**config.mk**
```make
export PLATFORM = sky130hd
export DESIGN_NAME = delay_assign_sched
export DESIGN_NICKNAME = d
export VERILOG_FILES = /design/src/rtl/delay_assign_sched.sv
export SDC_FILE = /design/constraint.sdc
export NUM_CORES = 1
export LEC_CHECK = 0
export ABC_CLOCK_PERIOD_IN_PS = 3000
export CAP_MARGIN = 25
export CELL_PAD_IN_SITES_DETAIL_PLACEMENT = 0
export CELL_PAD_IN_SITES_GLOBAL_PLACEMENT = 1
export CORE_MARGIN = 2
export CORE_UTILIZATION = 30
export CTS_CLUSTER_SIZE = 30
export DETAILED_ROUTE_END_ITERATION = 8
export DONT_BUFFER_PORTS = 1
export PLACE_DENSITY_LB_ADDON = 0.1
export SETUP_SLACK_MARGIN = 0.02
export SYNTH_ARGS = -nofsm -noshare
export SYNTH_HDL_FRONTEND = slang
export SYNTH_SLANG_ARGS = --single-unit
```
**constraint.sdc**
```tcl
create_clock -name clk -period 3 [get_ports clk]
set_input_delay 0.9 -clock clk [delete_from_list [all_inputs] [get_ports clk]]
set_output_delay 0.9 -clock clk [all_outputs]
set_load 0.03 [all_outputs]
```
**src/rtl/delay_assign_sched.sv**
```systemverilog
// delay_assign_sched: schedules delayed assignments d = delay (b|c).
// Each request waits in one of DEPTH slots, counts down its own delay and
// then writes the OR result into the shared destination register d.
// Intra-assignment requests (mode 0) capture req_b|req_c at accept time.
// Inter-assignment requests (mode 1) sample live_b|live_c at commit time.
// Optional feature macro: DELAY_SCHED_CANCEL_EN adds the cancel_all input,
// which flushes every slot without committing.

module delay_assign_sched #(
  parameter int DEPTH  = 4,
  parameter int DLY_W  = 8,
  parameter int DATA_W = 1,
  localparam int PW    = $clog2(DEPTH + 1),
  localparam int IW    = (DEPTH > 1) ? $clog2(DEPTH) : 1
) (
  input  logic              clk,
  input  logic              rst_n,
`ifdef DELAY_SCHED_CANCEL_EN
  input  logic              cancel_all,
`endif
  input  logic              req_valid,
  output logic              req_ready,
  input  logic [DATA_W-1:0] req_b,
  input  logic [DATA_W-1:0] req_c,
  input  logic [DLY_W-1:0]  req_dly,
  input  logic              req_mode,
  input  logic [DATA_W-1:0] live_b,
  input  logic [DATA_W-1:0] live_c,
  output logic [DATA_W-1:0] d,
  output logic              d_valid,
  output logic              busy,
  output logic [PW-1:0]     pending
);

  // Per-slot state: occupancy, remaining delay, sampling mode, captured value.
  logic [DEPTH-1:0]  r_valid;
  logic [DLY_W-1:0]  r_cnt  [DEPTH];
  logic [DEPTH-1:0]  r_mode;
  logic [DATA_W-1:0] r_val  [DEPTH];
  logic [PW-1:0]     r_pending;
  logic [DATA_W-1:0] r_d;
  logic              r_dValid;

  logic              w_cancel;
  logic              w_freeFound;
  logic [IW-1:0]     w_freeIdx;
  logic              w_commitFound;
  logic [IW-1:0]     w_commitIdx;
  logic              w_accept;
  logic              w_commit;
  logic [DATA_W-1:0] w_commitData;

`ifdef DELAY_SCHED_CANCEL_EN
  assign w_cancel = cancel_all;
`else
  assign w_cancel = 1'b0;
`endif

  // Find the lowest free slot and the lowest expired slot from registered state.
  always_comb begin
    w_freeFound   = 1'b0;
    w_freeIdx     = '0;
    w_commitFound = 1'b0;
    w_commitIdx   = '0;
    for (int i = DEPTH - 1; i >= 0; i--) begin
      if (!r_valid[i]) begin
        w_freeFound = 1'b1;
        w_freeIdx   = IW'(i);
      end
      if (r_valid[i] && (r_cnt[i] == '0)) begin
        w_commitFound = 1'b1;
        w_commitIdx   = IW'(i);
      end
    end
  end

  // A cancel blocks both the accept and the commit of the same edge; a slot
  // freed by a commit only shows up as free after that edge.
  assign req_ready = w_freeFound & ~w_cancel;
  assign w_accept  = req_valid & req_ready;
  assign w_commit  = w_commitFound & ~w_cancel;

  // Mode 1 takes the live operands as they are in the commit cycle itself.
  assign w_commitData = r_mode[w_commitIdx] ? (live_b | live_c) : r_val[w_commitIdx];

  // Slot bookkeeping, countdown, commit to d and occupancy count.
  always_ff @(posedge clk) begin
    if (!rst_n) begin
      r_valid   <= '0;
      r_mode    <= '0;
      r_pending <= '0;
      r_d       <= '0;
      r_dValid  <= 1'b0;
      for (int i = 0; i < DEPTH; i++) begin
        r_cnt[i] <= '0;
        r_val[i] <= '0;
      end
    end else if (w_cancel) begin
      r_valid   <= '0;
      r_pending <= '0;
      r_dValid  <= 1'b0;
    end else begin
      r_dValid <= w_commit;
      for (int i = 0; i < DEPTH; i++) begin
        if (r_valid[i] && (r_cnt[i] != '0)) begin
          r_cnt[i] <= r_cnt[i] - 1'b1;
        end
      end
      if (w_commit) begin
        r_valid[w_commitIdx] <= 1'b0;
        r_d                  <= w_commitData;
      end
      if (w_accept) begin
        r_valid[w_freeIdx] <= 1'b1;
        r_cnt[w_freeIdx]   <= req_dly;
        r_mode[w_freeIdx]  <= req_mode;
        r_val[w_freeIdx]   <= req_b | req_c;
      end
      r_pending <= r_pending + PW'(w_accept) - PW'(w_commit);
    end
  end

  assign d       = r_d;
  assign d_valid = r_dValid;
  assign busy    = |r_valid;
  assign pending = r_pending;

endmodule

```
==> flow_summary.json <==
{
  "yosysUniqueCellTypes": 42,
  "worst-setup-path-type": "register to register",
  "skew_ns": 0.00651,
  "max_freq_mhz": 376,
  "setup_viol": 0,
  "die_x_um": 99.1,
  "worstPathArrival_ns": 2.87,
  "period_share_pct": 88.7,
  "rsz0062_at_grt": "false",
  "maxCapViolations": 0,
  "portBuffers": 0,
  "nNetsFinal": 315,
  "first_global_vias": 1958,
  "antenna_found_initial": 0,
  "drt_iter0_drc": 49,
  "num_vias": 1934,
  "avgSynthCellArea_sq_um": 9.51,
  "ff_latch_area_sq_mm": 0.00131,
  "worstSetupEndpointType": "register",
  "cts_tree": "built",
  "multi_input_area_sq_mm": 0.00132,
  "setup_tns_ns": 0,
  "final_common_cell": "nand2_1",
  "slowest_delay_ns": 0.46,
  "htree_levels": 2,
  "ios": 23,
  "cts_setup_buffers": 0,
  "postCtsHoldBufs": 0,
  "layout_common_cells": "nand2_1 (53), o21ai_0 (36), edfxtp_1 (33), nor2_1 (23), xnor2_1 (20)",
  "grt_use_total_pct": 14.1,
  "dp.cells": 390,
  "synth-seq-cells": 49,
  "routed_wirelength_mm": 6.48,
  "firstDrtPassIters": 4,
  "cts_buffers": 5,
  "synth_edf_count": 33,
  "crit_required_ns": 3.21,
  "hold_depth": 2,
  "gp_congestion": 0.783,
  "grt-ovfl-total": 0,
  "cp-start-kind": "register",
  "cp_common_cell": "ha_1",
  "cts_max_path_buffers": 2,
  "drcViolationCount": 0,
  "cts_root_buffer": "clkbuf_8",
  "path_clk_slew_ns": 0.09,
  "grt_max_degree": 16,
  "slew_violations": 0,
  "tightest_slew_ns": 0.622,
  "dpl.hpwl_mm": 4.97,
  "via_per_inst": 4.85,
  "status": "complete, no violations",
  "ant_nets": 0,
  "fp.dieArea_sq_mm": 0.00981,
  "area_delta_synth_final_pct": 8.40,
  "num_rows": 34,
  "path_cells": "inv_1 -> ha_1 -> or4bb_1 -> nor2_1 -> nand3b_1 -> nand2b_1 -> xnor2_1 -> ha_1 -> fa_1 -> and2_1",
  "netlist_area_sq_mm": 0.00271,
  "antenna_cells": 0,
  "syn_inst": 285,
  "seq_area_frac_synth_pct": 48.4,
  "n_fill_cell": 921,
  "fin_cells": 399,
  "synth_fp_nets": 310,
  "hp-class": "register to register",
  "core_sq_mm": 0.00876,
  "yosys_warnings": 0,
  "initial_core_util_pct": 30.9,
  "wl_per_cell_um": 16.2,
  "ctsResizeCount": 0,
  "p_per_area_mw_per_mm2": 553,
  "ir_drop_mv": 0.149,
  "slew_headroom_pct": 58.4,
  "synthArstFlopShare_pct": 0,
  "die_height_um": 99.1,
  "worstSkewPairLatency_ns": 0.30,
  "grt_pass1_wl_mm": 10.7,
  "ys.flop_type": "edfxtp_1",
  "cp_slowest_cell": "or4bb_1",
  "hold_viol": 0,
  "p_leak_nw": 1.04,
  "path_max_fanout": 5,
  "drive_above_1_share_pct": 7.22,
  "min_period_ns": 2.66,
  "cts_sinks": 49,
  "r2r_cells": 10
}
## cell usage after synthesis, types with 2 or more instances
master	n	share of area, %
a211oi_1	3	0.83
a21oi_1	4	0.74
a31o_2	2	0.65
and2_1	4	0.92
buf_2	2	0.37
clkbuf_1	2	0.28
dfxtp_1	16	12
edfxtp_1	33	37
ha_1	8	3.7
inv_1	12	1.7
mux2i_1	3	1.1
nand2_1	53	7.3
nand2b_1	7	1.6
nand3_1	10	1.8
nand3b_1	3	0.83
nand4_1	3	0.69
nor2_1	23	3.2
nor3_1	8	1.5
nor3b_1	2	0.55
nor4_1	5	1.2
o21ai_0	36	6.6
xnor2_1	20	6.5
xor2_1	7	2.3
## metal layers
layer	track usage [%]	share of wire (%)	up-vias
met5	0	0	-
met4	3.79	1.2	0
met3	2.70	2.7	7
met2	22.7	46	17
met1	19.5	50	904
li1	-	-	1006
## worst max-delay path, delay by kind of cell, from the launching register on
kind / cells / cell delay [ns]
and+or+nand+nor: 5 / 1.17
adders and majority gates: 3 / 0.73
DFF: 1 / 0.42
xor gates and xnor gates: 1 / 0.14
buffers and inverters: 1 / 0.10
## registers in the layout (all words and copies together), names as in the netlist
name,count
r_mode,4
d_valid,1
r_cnt,32
pending,3
d,1
r_valid,4
r_val,4
## through the flow
step	cell area [sq um]	setup slack (ns)	utilization, %	hold slack, ns	total power, mW
floorplan	2710	0.518	-	0.434	1.14
global placement	2830	0.373	32.3	0.447	1.21
detailed placement	2830	0.323	32.3	0.459	1.21
CTS	2930	0.322	33.5	0.475	1.65
global route	2940	0.102	33.5	0.491	1.72
finish	2940	0.338	33.5	0.473	1.63
## path summary, 6_finish.rpt
| path | startpoint | end | slack (ns) |
|---|---|---|---|
| worst max-delay path | r_cnt[3][0] | pending[1] | 0.34 |
| worst min-delay path | r_mode[2] | r_mode[2] | 0.47 |
| worst max register to register | r_cnt[3][0] | pending[1] | 0.34 |
| worst min register to register | r_mode[2] | r_mode[2] | 0.47 |
## final cells by class
class                           count  area share (%)
Multi-Input combinational cell    218            44.8
Sequential cell                    49            44.6
Tap cell                          108            4.60
Clock buffer                        7            3.28
Inverter                           12            1.53
Timing Repair Buffer                4            1.02
Clock inverter                      1           0.170
## power by group
part,internal [mW],switching [mW],total [mW]
sequential,0.802,0.0916,0.893
clock,0.209,0.228,0.437
combinational,0.133,0.162,0.295
## logic make-up (layout without fill, tap and decap cells)
kind of cell,after synthesis,in the layout,share of synthesized area [%]
DFF,49,49,48.4
xor gates and xnor gates,27,27,8.72
muxes,4,4,1.52
AOI/OAI and AO/OA,50,50,10.5
buffers and inverters,18,24,3.09
and+or+nand+nor,128,128,23.4
adders and majority gates,9,9,4.43
(Power assumes the default switching activity.)
